--- src/rtl/pipeline_ctrl_pkg.sv ---
// Shared definitions for the pipeline controller: FSM encoding, NOP word and width defaults.
package pipe_pkg;

  localparam int unsigned XlenDefault = 32;

  // ADDI x0, x0, 0
  localparam logic [31:0] NopInstr = 32'h0000_0013;

  localparam logic [1:0] StateRun      = 2'd0;
  localparam logic [1:0] StateRedirect = 2'd1;
  localparam logic [1:0] StateMemWait  = 2'd2;

  typedef enum logic [1:0] {
    StRun      = StateRun,
    StRedirect = StateRedirect,
    StMemWait  = StateMemWait
  } state_e;

endpackage

--- src/rtl/pipeline_ctrl_if.sv ---
// Request/control bundle between the hazard/branch logic, the controller and the pipeline regs.
interface pipeline_ctrl_if #(
  parameter int unsigned XLEN = pipe_pkg::XlenDefault
);

  logic            hz_stall;
  logic            hz_flush;
  logic            ex_br_taken;
  logic [XLEN-1:0] ex_br_target;
  logic            mem_busy;

  logic            pc_we;
  logic            pc_redirect;
  logic [XLEN-1:0] redirect_pc;
  logic            if_id_we;
  logic            if_id_flush;
  logic            id_ex_we;
  logic            id_ex_flush;
  logic            ex_mem_we;
  logic            mem_wb_bubble;

  // Request side: hazard unit, EX branch resolution, MEM stage.
  modport master (
    output hz_stall, hz_flush, ex_br_taken, ex_br_target, mem_busy,
    input  pc_we, pc_redirect, redirect_pc, if_id_we, if_id_flush,
    input  id_ex_we, id_ex_flush, ex_mem_we, mem_wb_bubble
  );

  // Controller side.
  modport slave (
    input  hz_stall, hz_flush, ex_br_taken, ex_br_target, mem_busy,
    output pc_we, pc_redirect, redirect_pc, if_id_we, if_id_flush,
    output id_ex_we, id_ex_flush, ex_mem_we, mem_wb_bubble
  );

endinterface

--- src/rtl/pipeline_ctrl_sat_counter.sv ---
// Up-counter that sticks at all-ones instead of wrapping.
module sat_counter #(
  parameter int unsigned W = 32
) (
  input  logic         clk,
  input  logic         rst,
  input  logic         inc,
  output logic [W-1:0] count
);

  logic [W-1:0] count_q;

  always_ff @(posedge clk) begin
    if (rst) begin
      count_q <= '0;
    end else if (inc && (count_q != '1)) begin
      count_q <= count_q + W'(1);
    end
  end

  assign count = count_q;

endmodule

--- src/rtl/pipeline_ctrl.sv ---
// Pipeline controller: turns stall/branch/memory-busy requests into per-stage write enables,
// bubbles and PC redirect; tracks post-redirect squash and memory-wait freeze.
module pipeline_ctrl
  import pipe_pkg::*;
#(
  parameter int unsigned XLEN        = XlenDefault,
  parameter int unsigned CNT_W       = 32,
  parameter int unsigned MEM_TIMEOUT = 255
) (
  input  logic             clk,
  input  logic             rst,
  pipeline_ctrl_if.slave   bus,
  output logic             mem_err,
  output logic [CNT_W-1:0] stall_cycles,
  output logic [CNT_W-1:0] redirect_count
);

  localparam int unsigned WaitW = $clog2(MEM_TIMEOUT + 1);

  state_e           state_q, state_d;
  logic             redir_pend_q, redir_pend_d;
  logic [WaitW-1:0] wait_q, wait_d;
  logic             mem_err_q, mem_err_d;
  logic             run_rules;
  logic             br_inc;
  logic             stall_inc;
  logic             stall_req;
  logic [XLEN-1:0]  br_target;

  // Both hazard lines carry the same request; either one is honoured.
  assign stall_req = bus.hz_stall | bus.hz_flush;
  assign br_target = bus.ex_br_target;

  always_comb begin
    bus.pc_we         = 1'b1;
    bus.pc_redirect   = 1'b0;
    bus.redirect_pc   = '0;
    bus.if_id_we      = 1'b1;
    bus.if_id_flush   = 1'b0;
    bus.id_ex_we      = 1'b1;
    bus.id_ex_flush   = 1'b0;
    bus.ex_mem_we     = 1'b1;
    bus.mem_wb_bubble = 1'b0;
    state_d           = state_q;
    redir_pend_d      = redir_pend_q;
    run_rules         = 1'b0;
    br_inc            = 1'b0;

    if (bus.mem_busy) begin
      bus.pc_we         = 1'b0;
      bus.if_id_we      = 1'b0;
      bus.id_ex_we      = 1'b0;
      bus.ex_mem_we     = 1'b0;
      bus.mem_wb_bubble = 1'b1;
      state_d           = StMemWait;
      // Remember the squash owed to the wrong-path fetch until memory releases.
      if (state_q == StRedirect) begin
        redir_pend_d = 1'b1;
      end
    end else begin
      unique case (state_q)
        StRedirect: begin
          bus.if_id_flush = 1'b1;
          state_d         = StRun;
        end
        StMemWait: begin
          if (redir_pend_q) begin
            bus.if_id_flush = 1'b1;
            redir_pend_d    = 1'b0;
            state_d         = StRun;
          end else begin
            run_rules = 1'b1;
          end
        end
        default: run_rules = 1'b1;
      endcase

      if (run_rules) begin
        state_d = StRun;
        if (bus.ex_br_taken) begin
          // A coincident load-use stall belongs to a wrong-path instruction.
          bus.pc_redirect = 1'b1;
          bus.redirect_pc = br_target;
          bus.if_id_flush = 1'b1;
          bus.id_ex_flush = 1'b1;
          state_d         = StRedirect;
          br_inc          = 1'b1;
        end else if (stall_req) begin
          bus.pc_we       = 1'b0;
          bus.if_id_we    = 1'b0;
          bus.id_ex_flush = 1'b1;
        end
      end
    end

    if (rst) begin
      bus.pc_we         = 1'b0;
      bus.pc_redirect   = 1'b0;
      bus.redirect_pc   = '0;
      bus.if_id_we      = 1'b0;
      bus.if_id_flush   = 1'b1;
      bus.id_ex_we      = 1'b0;
      bus.id_ex_flush   = 1'b1;
      bus.ex_mem_we     = 1'b0;
      bus.mem_wb_bubble = 1'b1;
      br_inc            = 1'b0;
    end
  end

  always_comb begin
    wait_d    = '0;
    mem_err_d = mem_err_q;
    if (bus.mem_busy) begin
      wait_d = (wait_q == WaitW'(MEM_TIMEOUT)) ? wait_q : wait_q + WaitW'(1);
      if (wait_q == WaitW'(MEM_TIMEOUT - 1)) begin
        mem_err_d = 1'b1;
      end
    end
  end

  always_ff @(posedge clk) begin
    if (rst) begin
      state_q      <= StRun;
      redir_pend_q <= 1'b0;
      wait_q       <= '0;
      mem_err_q    <= 1'b0;
    end else begin
      state_q      <= state_d;
      redir_pend_q <= redir_pend_d;
      wait_q       <= wait_d;
      mem_err_q    <= mem_err_d;
    end
  end

  assign mem_err   = mem_err_q;
  assign stall_inc = !bus.pc_we && !rst;

  sat_counter #(
    .W (CNT_W)
  ) u_stall_cnt (
    .clk   (clk),
    .rst   (rst),
    .inc   (stall_inc),
    .count (stall_cycles)
  );

  sat_counter #(
    .W (CNT_W)
  ) u_redirect_cnt (
    .clk   (clk),
    .rst   (rst),
    .inc   (br_inc),
    .count (redirect_count)
  );

endmodule

--- src/flat_wrapper.sv ---
// flat-port wrapper written by rule: the top's interface ports become plain ports
module pipeline_ctrl_flat import pipe_pkg::*;
#(
  parameter int unsigned XLEN        = XlenDefault,
  parameter int unsigned CNT_W       = 32,
  parameter int unsigned MEM_TIMEOUT = 255
)
  (clk, rst, mem_err, stall_cycles, redirect_count, bus_hz_stall, bus_hz_flush, bus_ex_br_taken, bus_ex_br_target, bus_mem_busy, bus_pc_we, bus_pc_redirect, bus_redirect_pc, bus_if_id_we, bus_if_id_flush, bus_id_ex_we, bus_id_ex_flush, bus_ex_mem_we, bus_mem_wb_bubble);
  pipeline_ctrl_if #(.XLEN(XLEN)) bus_i ();
  input  logic clk;
  input  logic rst;
  output logic mem_err;
  output logic [CNT_W-1:0] stall_cycles;
  output logic [CNT_W-1:0] redirect_count;
  input wire logic [$bits(bus_i.hz_stall)-1:0] bus_hz_stall;
  input wire logic [$bits(bus_i.hz_flush)-1:0] bus_hz_flush;
  input wire logic [$bits(bus_i.ex_br_taken)-1:0] bus_ex_br_taken;
  input wire logic [$bits(bus_i.ex_br_target)-1:0] bus_ex_br_target;
  input wire logic [$bits(bus_i.mem_busy)-1:0] bus_mem_busy;
  output wire logic [$bits(bus_i.pc_we)-1:0] bus_pc_we;
  output wire logic [$bits(bus_i.pc_redirect)-1:0] bus_pc_redirect;
  output wire logic [$bits(bus_i.redirect_pc)-1:0] bus_redirect_pc;
  output wire logic [$bits(bus_i.if_id_we)-1:0] bus_if_id_we;
  output wire logic [$bits(bus_i.if_id_flush)-1:0] bus_if_id_flush;
  output wire logic [$bits(bus_i.id_ex_we)-1:0] bus_id_ex_we;
  output wire logic [$bits(bus_i.id_ex_flush)-1:0] bus_id_ex_flush;
  output wire logic [$bits(bus_i.ex_mem_we)-1:0] bus_ex_mem_we;
  output wire logic [$bits(bus_i.mem_wb_bubble)-1:0] bus_mem_wb_bubble;
  assign bus_i.hz_stall = bus_hz_stall;
  assign bus_i.hz_flush = bus_hz_flush;
  assign bus_i.ex_br_taken = bus_ex_br_taken;
  assign bus_i.ex_br_target = bus_ex_br_target;
  assign bus_i.mem_busy = bus_mem_busy;
  assign bus_pc_we = bus_i.pc_we;
  assign bus_pc_redirect = bus_i.pc_redirect;
  assign bus_redirect_pc = bus_i.redirect_pc;
  assign bus_if_id_we = bus_i.if_id_we;
  assign bus_if_id_flush = bus_i.if_id_flush;
  assign bus_id_ex_we = bus_i.id_ex_we;
  assign bus_id_ex_flush = bus_i.id_ex_flush;
  assign bus_ex_mem_we = bus_i.ex_mem_we;
  assign bus_mem_wb_bubble = bus_i.mem_wb_bubble;
  pipeline_ctrl #(.XLEN(XLEN), .CNT_W(CNT_W), .MEM_TIMEOUT(MEM_TIMEOUT)) u_core (.clk(clk), .rst(rst), .bus(bus_i), .mem_err(mem_err), .stall_cycles(stall_cycles), .redirect_count(redirect_count));
endmodule
--- config.mk ---
export PLATFORM = sky130hd
export DESIGN_NAME = pipeline_ctrl_flat
export DESIGN_NICKNAME = d
export VERILOG_FILES = /design/src/rtl/pipeline_ctrl_pkg.sv /design/src/rtl/pipeline_ctrl_if.sv /design/src/rtl/pipeline_ctrl_sat_counter.sv /design/src/rtl/pipeline_ctrl.sv /design/src/flat_wrapper.sv
export SDC_FILE = /design/constraint.sdc
export NUM_CORES = 1
export LEC_CHECK = 0
export ABC_AREA = 1
export CORE_ASPECT_RATIO = 0.7
export CORE_UTILIZATION = 46
export DETAILED_ROUTE_END_ITERATION = 8
export GPL_TIMING_DRIVEN = 1
export PLACE_DENSITY = 0.78
export SYNTH_ARGS = -nofsm -noshare
export SYNTH_HDL_FRONTEND = slang
export SYNTH_SLANG_ARGS = --single-unit
--- constraint.sdc ---
create_clock -name clk -period 2.6 [get_ports clk]
set_input_delay 0.78 -clock clk [delete_from_list [all_inputs] [get_ports clk]]
set_output_delay 0.78 -clock clk [all_outputs]
set_load 0.02 [all_outputs]
Word level (Yosys, flattened, before mapping)
Index checks and enable logic that the tools add are counted.

Register bits: 76. Output and inout port bits: 105.

Add/subtract/negate cells: 3. Eq/ne operators: 9. Mux-type cells: 39. Bitwise logic cells: 2. Reductions and logical operators: 14.

Operators by type and width (number): $mux 32 (4); $add 32x1->32 const B (2); $ne 32x32->1 const B (2); $mux 1 (29); $eq 8x8->1 const B (2); $add 8x1->8 const B (1); $reduce_and 2->1 (4); $mux 2 (3); $ne 4x2->1 const B (1); $pmux 1 s2 (2); $pmux 2 s2 (1); $reduce_bool 4->1 (1); $reduce_or 2->1 (2); $logic_and 1x1->1 (3); $ne 3x1->1 const B (1); $reduce_bool 3->1 (1); $eq 2x1->1 const B (1); $eq 2x2->1 const B (1); $logic_not 1->1 (2); $ne 2x1->1 const B (1); $reduce_bool 2->1 (1); $not 1->1 (1); $or 1x1->1 (1).

Longest topological paths before layout
Word-level depth: 9. Gate-level depth with buffers: 13. Mapped depth without buffers: 12.

Hierarchy
A second synthesis with hierarchy kept.

Cell total of the unflattened synthesis: 830. Area, all modules: 5196.2 µm².

By module, submodules not included: sat_counter (times used 2, cells each 324, area an instance 2062.0 µm²); pipeline_ctrl (times used 1, cells each 182, area an instance 1072.3 µm²).

Worst setup path before layout
Ideal clock, no wire load.

Path type: input to output. From: input bus_mem_busy. To: output bus_redirect_pc[10]. Data arrival time: 2091 ps. Data required time: 1820 ps. Slack: -271 ps. Stages: 7. Path buffers: 2. Cell sequence: nor2_2 > inv_2 > nor2_2 > inv_2 > buf_2 > buf_1 > nor2_1.

Word-level cells in the longest chain between the ends: 2.

Ends and longest elaborated chain: start, declared (line flat_wrapper.sv:19) `input wire logic [$bits(bus_i.mem_busy)-1:0] bus_mem_busy;`; $mux 32 (line pipeline_ctrl.sv:49) `if (bus.mem_busy) begin`; $mux 32 (line pipeline_ctrl.sv:96) `if (rst) begin`; end, declared (line flat_wrapper.sv:22) `output wire logic [$bits(bus_i.redirect_pc)-1:0] bus_redirect_pc;`.

Every way passes these cells.

Worst setup path after layout
From: register u_core.state_q[0]. To: output bus_redirect_pc[4].

Word-level cells in the longest chain between the ends: 6.

Ends and longest elaborated chain: start, declared (line pipeline_ctrl.sv:20) `state_e state_q, state_d;`; start signal, assigned (line pipeline_ctrl.sv:123) `state_q <= StRun;`; start signal, assigned (line pipeline_ctrl.sv:128) `state_q <= state_d;`; $eq 2x2->1 or $eq 2x1->1 (tied branches) (line pipeline_ctrl.sv:61) `unique case (state_q)`; $pmux 1 s2 (*) (line pipeline_ctrl.sv:61); $mux 1 (*) (line pipeline_ctrl.sv:49); $mux 32 (*) (line pipeline_ctrl.sv:78) `if (run_rules) begin`; $mux 32 (*) (line pipeline_ctrl.sv:49); $mux 32 (*) (line pipeline_ctrl.sv:96).

Mark *: on every way between the ends. The rest lies on a longest branch, timed or not. The select of a mux whose other input is x is not followed.

==> qor.txt <==
Internal power - 2.19 mW
Vias per inst - 5.04
Net Sw Power - 0.725 mW
Worst-path cell chain - inv_2 > ha_4 > nand2_4 > nand3_4 > nor2_4 > clkinv_4 > clkbuf_16 > nor2_4 > buf_6
Syn Area/Cell - 6.11 µm²
Worst Setup SP - u_core.state_q[0]$_SDFFE_PN0P_
Reg2Reg Launch Point - u_core.u_redirect_cnt.count[1]$_SDFFE_PP0P_
Final setup violation count - 0
HP Class - reg2reg
Yosys cell types - 33
Ys Warns - 0
Largest net degree at the start of global routing - 54
CP endpoint kind - primary output
Final wirelength - 14100 µm
I/O Buffers - 142
Leak Pwr - 2.90 nW
Overflow after GRT - 0
Clock-pin slew on the worst setup and hold paths - 0.06 ns
Initial DRT Pass Iterations - 5
Fmax - 387 MHz
Worst slew pin tran - 0.589 ns
Clk_skew - 0.00604 ns
Hold path start - u_core.mem_err$_SDFFE_PP0P_
Sequential share of power - 0.407
First-pass GRT wire length - 23000 µm
Layout Utilization - 0.702
Root buffer cell - clkbuf_16
Hold depth - 2
# diodes - 0
Final Cell Area - 7300 µm²
Io pins - 143
Vias - 5557
Status - finished clean
Die Wd - 126 µm
Crit path DAT - 1.80 ns
Max-cap viol count - 0
Vias in the first global route - 4843
Count of final hold-check violations - 0
Yosys reg bits - 76
Max-slew violation count - 0
Initial Util - 0.475
Relative slew margins - 0.607
Initial antenna violation count - 0
Initial DRC Count - 349
Routed Antenna Nets - 0
Synthesized cell area - 4940 µm²
Worst skew pair latency - 0.35 ns
Mapped Nets - 853
Clk buf depth - 2
CTS sink cnt - 76
Fin crit share - 0.993
Comb pwr share - 0.122
Area Overhead vs Synth - 47.8%
CTS tree - yes
Nets - 1011
Synth area leaders - dfxtp_1 31%, nand2_1 15%, nor2_1 15%
Post-DP HPWL - 10200 µm
Clock power share - 0.471
Register area share after synthesis - 0.308
DR WL/cell - 12.7 µm
Layout cells sized above 1 - 0.185
Min Tclk post-route - 2.58 ns
Placed cell area - 6810 µm²
Die area - 11200 µm²
GRT Overall Usage - 0.256
Inserted Clock Buffers - 9
Worst Path Required - 1.82 ns
Crit-path most repeated cell - nor2_4
Critical Setup Path Class - reg2out
Synth area leader - dfxtp_1
Gpl congestion - 0.916
DRC - 0
CTS Hold Buffers Added - 0
Synthesized netlist cell count - 808
Slowest stage delay, CP - 0.37 ns
Crit-path max FO - 8
Core ar. - 10400 µm²
Rows - 31
Die height - 88.7 µm
Reg2Reg Depth - 9
Power Density - 399 nW/µm²
Synth top area share - 0.308
Slowest cell on the critical path - dfxtp_4
CP startpoint kind - flop
H-tree levels - 3
Worst ir drop on vdd - 0.320 mV
RSZ-0062 raised after global routing - true
Switch share - 0.249
==> sequential cells by signal, indices dropped and copies added, names as in the netlist <==
name / flops
u_core.state_q: 2
u_core.wait_q: 8
u_core.u_redirect_cnt.count: 32
u_core.u_stall_cnt.count: 32
u_core.redir_pend_q: 1
u_core.mem_err: 1
==> cell usage in the layout, fill, tap and decap left out, drive strengths merged <==
| cell type | synthesis | routed |
|---|---|---|
| a211oi | 1 | 1 |
| ha | 7 | 7 |
| nor3b | 1 | 1 |
| a21oi | 66 | 66 |
| dlygate4sd2 | 0 | 3 |
| o21bai | 1 | 1 |
| bufinv | 0 | 2 |
| clkinv | 0 | 2 |
| and2 | 3 | 3 |
| clkdlybuf4s15 | 0 | 1 |
| nand3 | 67 | 67 |
| xnor2 | 7 | 7 |
| nor3 | 6 | 6 |
| o21ai | 13 | 13 |
| nand4 | 11 | 11 |
| clkbuf | 3 | 12 |
| xor2 | 8 | 8 |
| nor2 | 208 | 208 |
| clkdlybuf4s50 | 0 | 97 |
| dlymetal6s2s | 0 | 2 |
| inv | 95 | 95 |
| dfxtp | 76 | 76 |
| a31oi | 3 | 3 |
| nand2 | 210 | 210 |
| buf | 21 | 65 |
| clkinvlp | 0 | 3 |
| o41ai | 1 | 1 |
==> synthesized netlist by cell type <==
master	count
nand2_1	201
nor2_1	192
inv_1	86
dfxtp_1	76
nand3_1	62
a21oi_1	51
a21oi_2	15
o21ai_0	13
nand4_1	11
nor2_2	10
inv_2	9
xor2_1	8
ha_1	7
nand2_2	7
xnor2_1	7
buf_2	6
nor3_1	6
buf_1	5
buf_4	5
nor2_4	5
buf_6	4
a31oi_1	3
and2_1	3
clkbuf_1	3
nand3_4	3
nand2_4	2
nand3_2	2
a211oi_1	1
buf_8	1
nor2_8	1
nor3b_1	1
o21bai_1	1
o41ai_1	1
==> cell type report <==
class / count / area, µm²
repair buffers: 171 / 1710
clock inverters: 7 / 100
multi-input cells: 613 / 3200
flip-flops and latches: 76 / 1530
fillers: 878 / 3100
inverters: 95 / 364
well taps: 132 / 165
clock buffers: 9 / 225
==> cells by family after synthesis <==
| logic type | after synthesis | share of synthesized area |
|---|---|---|
| and+or+nand+nor | 506 | 0.443 |
| buffers and inverters | 119 | 0.104 |
| AOI/OAI and AO/OA | 85 | 0.100 |
| DFF | 76 | 0.308 |
| xor gates and xnor gates | 15 | 0.0266 |
| adders and majority gates | 7 | 0.0177 |
==> power groups by stage <==
| stage | clock (mW) | sequential, mW | combinational (mW) |
|---|---|---|---|
| 2_1_floorplan | 0 | 1.22 | 0.180 |
| 3_5_place_dp | 0 | 1.21 | 0.334 |
| 3_3_place_gp | 0 | 1.21 | 0.330 |
| 5_1_grt | 1.44 | 1.19 | 0.385 |
| 6_report | 1.37 | 1.19 | 0.355 |
| 4_1_cts | 1.39 | 1.18 | 0.335 |
==> critical path: cells and delay by family (launching register included) <==
| kind | cells | cell delay [ns] |
|---|---|---|
| adders and majority gates | 1 | 0.17 |
| buffers and inverters | 4 | 0.52 |
| DFF | 1 | 0.37 |
| and+or+nand+nor | 4 | 0.39 |
==> routing by layer <==
| layer | track usage | wire (µm) | vias to the layer above |
|---|---|---|---|
| li1 | - | - | 2857 |
| met1 | 0.339 | 6470 | 2507 |
| met2 | 0.417 | 6480 | 173 |
| met3 | 0.0683 | 935 | 20 |
| met4 | 0.0646 | 165 | 0 |
| met5 | 0 | 0 | - |
==> final timing paths <==
| check | endpoint | slack, ns |
|---|---|---|
| max | bus_redirect_pc[4] | 0.02 |
| min reg2reg | u_core.mem_err$_SDFFE_PP0P_ | 0.48 |
| max reg2reg | u_core.u_redirect_cnt.count[17]$_SDFFE_PP0P_ | 0.60 |
| min | u_core.mem_err$_SDFFE_PP0P_ | 0.48 |
==> per-stage QoR <==
step / worst slack [ns] / TNS, ns / hold WS (ns) / instances / power (mW)
after detailed placement: -0.735 / -36.02 / 0.475 / 1082 / 1.54
after CTS: 0.0123 / 0 / 0.481 / 1099 / 2.91
after global routing: -0.0555 / -1.07 / 0.509 / 1103 / 3.01
final: 0.0183 / 0 / 0.481 / 1103 / 2.91
after floorplan: -0.00332 / -0.0665 / 0.472 / 808 / 1.40
after global placement: -0.696 / -34.12 / 0.473 / 1082 / 1.54
==> repair_timing <==
action | in CTS | in global routing
gates resized for setup | 206 | 47
pin swaps | 3 | 8
endpoints found under the setup margin | 53 | 37
cloned | 1 | 1
buffers inserted | 0 | 3
(Power assumes the default switching activity.)
==> RTL change (same settings) <==
Make the reset (`rst`) asynchronous in 2 clocked blocks.
--- a/src/rtl/pipeline_ctrl_sat_counter.sv
+++ b/src/rtl/pipeline_ctrl_sat_counter.sv
@@ -11,5 +11,5 @@
   logic [W-1:0] count_q;
 
-  always_ff @(posedge clk) begin
+  always_ff @(posedge clk or posedge rst) begin
     if (rst) begin
       count_q <= '0;
--- a/src/rtl/pipeline_ctrl.sv
+++ b/src/rtl/pipeline_ctrl.sv
@@ -119,5 +119,5 @@
   end
 
-  always_ff @(posedge clk) begin
+  always_ff @(posedge clk or posedge rst) begin
     if (rst) begin
       state_q      <= StRun;
Function: differs if rst is asserted again (counterexample within 4 cycles, from zero or initial values and one cycle with rst high); with rst held inactive, the same outputs for 10 cycles.
==> RTL change against the unedited design <==
  * The flow now finishes with violations (negative setup slack)
  * Largest cell class unchanged
  * Sequential cell count did not move
  * Via count up 1.4%
  * Setup slack lost 43 ps
  * Final area is 3.2% higher
  * Wire length rose by 9.9%
  * Synthesized area rose by 7.3%
  * Critical endpoint is now bus_redirect_pc[27]
  * Critical path depth down 1
Power is not compared: it rests on default switching activity, and its combinational part moved more than twofold at a synthesized area within 25%.
==> RTL change: results (changes against the unedited design) <==
detailed-route vias per instance -> 4.85 (-3.7%)
net count reported at finish -> 1051 (+4.0%)
number of antenna violations at the first check in global routing -> 0 (unchanged)
sequential element share of the synthesized area -> 35.9% (+5.1 points)
met3 track utilization from global routing -> 6.65% (-0.18 points)
insertion delay to the later sink of the worst-skew pair -> 330 ps (-20 ps)
CP max stage delay -> 210 ps (-160 ps)
met1 track utilization from global routing -> 40.5% (+6.5 points)
detailed placement HPWL -> 11900 um (+17%)
pin count of the biggest net entering global routing -> 48 (-11%)
final setup violation count -> 25 (+25)
failing checks -> negative setup slack
Total Routed Length -> 15400 um (+9.9%)
count of buffers from port buffering -> 142 (unchanged)
most used flip-flop cell after synthesis -> sky130_fd_sc_hd__dfrtp_1
Hold WC Path Type -> flop to flop
remaining global-route overflow -> 0 (unchanged)
worst slew slack as a fraction of its limit -> 59.4% (-1.3 points)
nets in the synthesized netlist -> 891 (+4.5%)
met2 Usage GRT -> 39.0% (-2.7 points)
dominant cells by area after synthesis -> sky130_fd_sc_hd__dfrtp_1 (36%), sky130_fd_sc_hd__nand2_1 (28%), sky130_fd_sc_hd__nor2_1 (9.9%)
number of global-route vias before repair -> 5033 (+3.9%)
aggregate negative setup slack -> -252 ps (-252 ps)
post-synthesis async set-or-reset flop share -> 100% (+100 points)
outcome -> finished, violations left
global-route usage over all layers -> 27.1% (+1.6 points)
number of warning messages in the yosys log -> 0 (unchanged)
cell with the largest stage delay on the worst path -> sky130_fd_sc_hd__clkdlybuf4s15_2
Initial DRC Count -> 505 (+45%)
first-pass GRT wire length -> 25100 um (+9.4%)
root buffer selected by CTS -> sky130_fd_sc_hd__clkbuf_16
Max FO, Critical Path -> 10 (+2)
Commonest cells post-synth -> sky130_fd_sc_hd__nand2_1 (390), sky130_fd_sc_hd__nor2_1 (140), sky130_fd_sc_hd__inv_1 (94), sky130_fd_sc_hd__dfrtp_1 (76), sky130_fd_sc_hd__nand3_1 (34)
Distinct cells, synth -> 32 (-3.0%)
Post-Route Skew -> 6.14 ps (+0.0965 ps)
ratio of cells with drive above 1 in the final layout -> 13.8% (-4.8 points)
final worst setup slack -> -25.1 ps (-43.4 ps)
Placer Congestion -> 0.956 (+4.3%)
Ant. Diodes -> 0 (unchanged)
arrival time at the worst endpoint -> 1850 ps (+50 ps)
RTL change: changes by cell type after synthesis, moves of 6 or more:
cell	change
sky130_fd_sc_hd__dfxtp_1	-76
sky130_fd_sc_hd__nor2_1	-52
sky130_fd_sc_hd__a21oi_1	-49
sky130_fd_sc_hd__a21oi_2	-14
sky130_fd_sc_hd__nand4_1	-9
sky130_fd_sc_hd__nand2_1	+189
sky130_fd_sc_hd__inv_2	-7
sky130_fd_sc_hd__inv_1	+8
sky130_fd_sc_hd__xor2_1	+11
sky130_fd_sc_hd__nand3b_1	+8
sky130_fd_sc_hd__dfrtp_1	+76
sky130_fd_sc_hd__nand3_1	-28
sky130_fd_sc_hd__nor2_2	-6
RTL change: cells by family after synthesis:
group | after synthesis | synth area share (%)
and+or+nand+nor | 595 | 45.6
buffers and inverters | 113 | 9.14
DFF | 76 | 35.9
AOI/OAI and AO/OA | 28 | 3.19
xor gates and xnor gates | 27 | 4.46
adders and majority gates | 7 | 1.65
RTL change: final cells by class:
cell class	count	area, um^2
multi-input cells	657	3200
well taps	153	191
fillers	959	3560
inverters	96	367
flip-flops and latches	76	1900
clock inverters	4	51.3
repair buffers	166	1580
clock buffers	10	239
RTL change: path summary, 6_finish.rpt:
path                                                 from                               to  slack [ps]  cells after the start
min                                        u_core.mem_err                   u_core.mem_err         470                      1
max in group asynchronous                             rst     u_core.u_stall_cnt.count[25]        1210                      4
min reg2reg                                u_core.mem_err                   u_core.mem_err         470                      1
min in group asynchronous                             rst                 u_core.wait_q[7]         890                      4
max reg2reg                u_core.u_redirect_cnt.count[0]  u_core.u_redirect_cnt.count[18]         580                     10
max                                                   rst              bus_redirect_pc[27]         -30                      8
RTL change: stage by stage:
| stage | setup slack (ps) | instance area [um^2] | cells | total power, uW |
|---|---|---|---|---|
| 3_5_place_dp | -782 | 7280 | 1147 | 2150 |
| 2_1_floorplan | -414 | 5590 | 846 | 1810 |
| 6_report | -25.1 | 7530 | 1162 | 3370 |
| 5_1_grt | -90.7 | 7530 | 1162 | 3520 |
| 3_3_place_gp | -732 | 7280 | 1147 | 2130 |
| 4_1_cts | -31.4 | 7520 | 1162 | 3400 |
RTL change: power groups by stage:
stage                     clock network [uW]  logic [uW]  registers [uW]
after floorplan                            0         371            1440
after CTS                               1270         768            1360
after detailed placement                   0         766            1380
final                                   1250         764            1360
after global routing                    1320         831            1370
after global placement                     0         751            1380
RTL change: timing repair:
item                       CTS  global route
gates resized for setup    197             9
cloned                       1             0
buffers inserted             0             0
pin swaps                    4             0
setup endpoints to repair   40            36
hold endpoints to repair     0             0
RTL change: metal layers:
metal	routed length, um	vias to the layer above	part of all wire (%)
li1	-	2866	-
met4	177	0	1.1
met5	0	-	0
met2	6540	206	42
met1	7480	2546	48
met3	1250	18	8.1
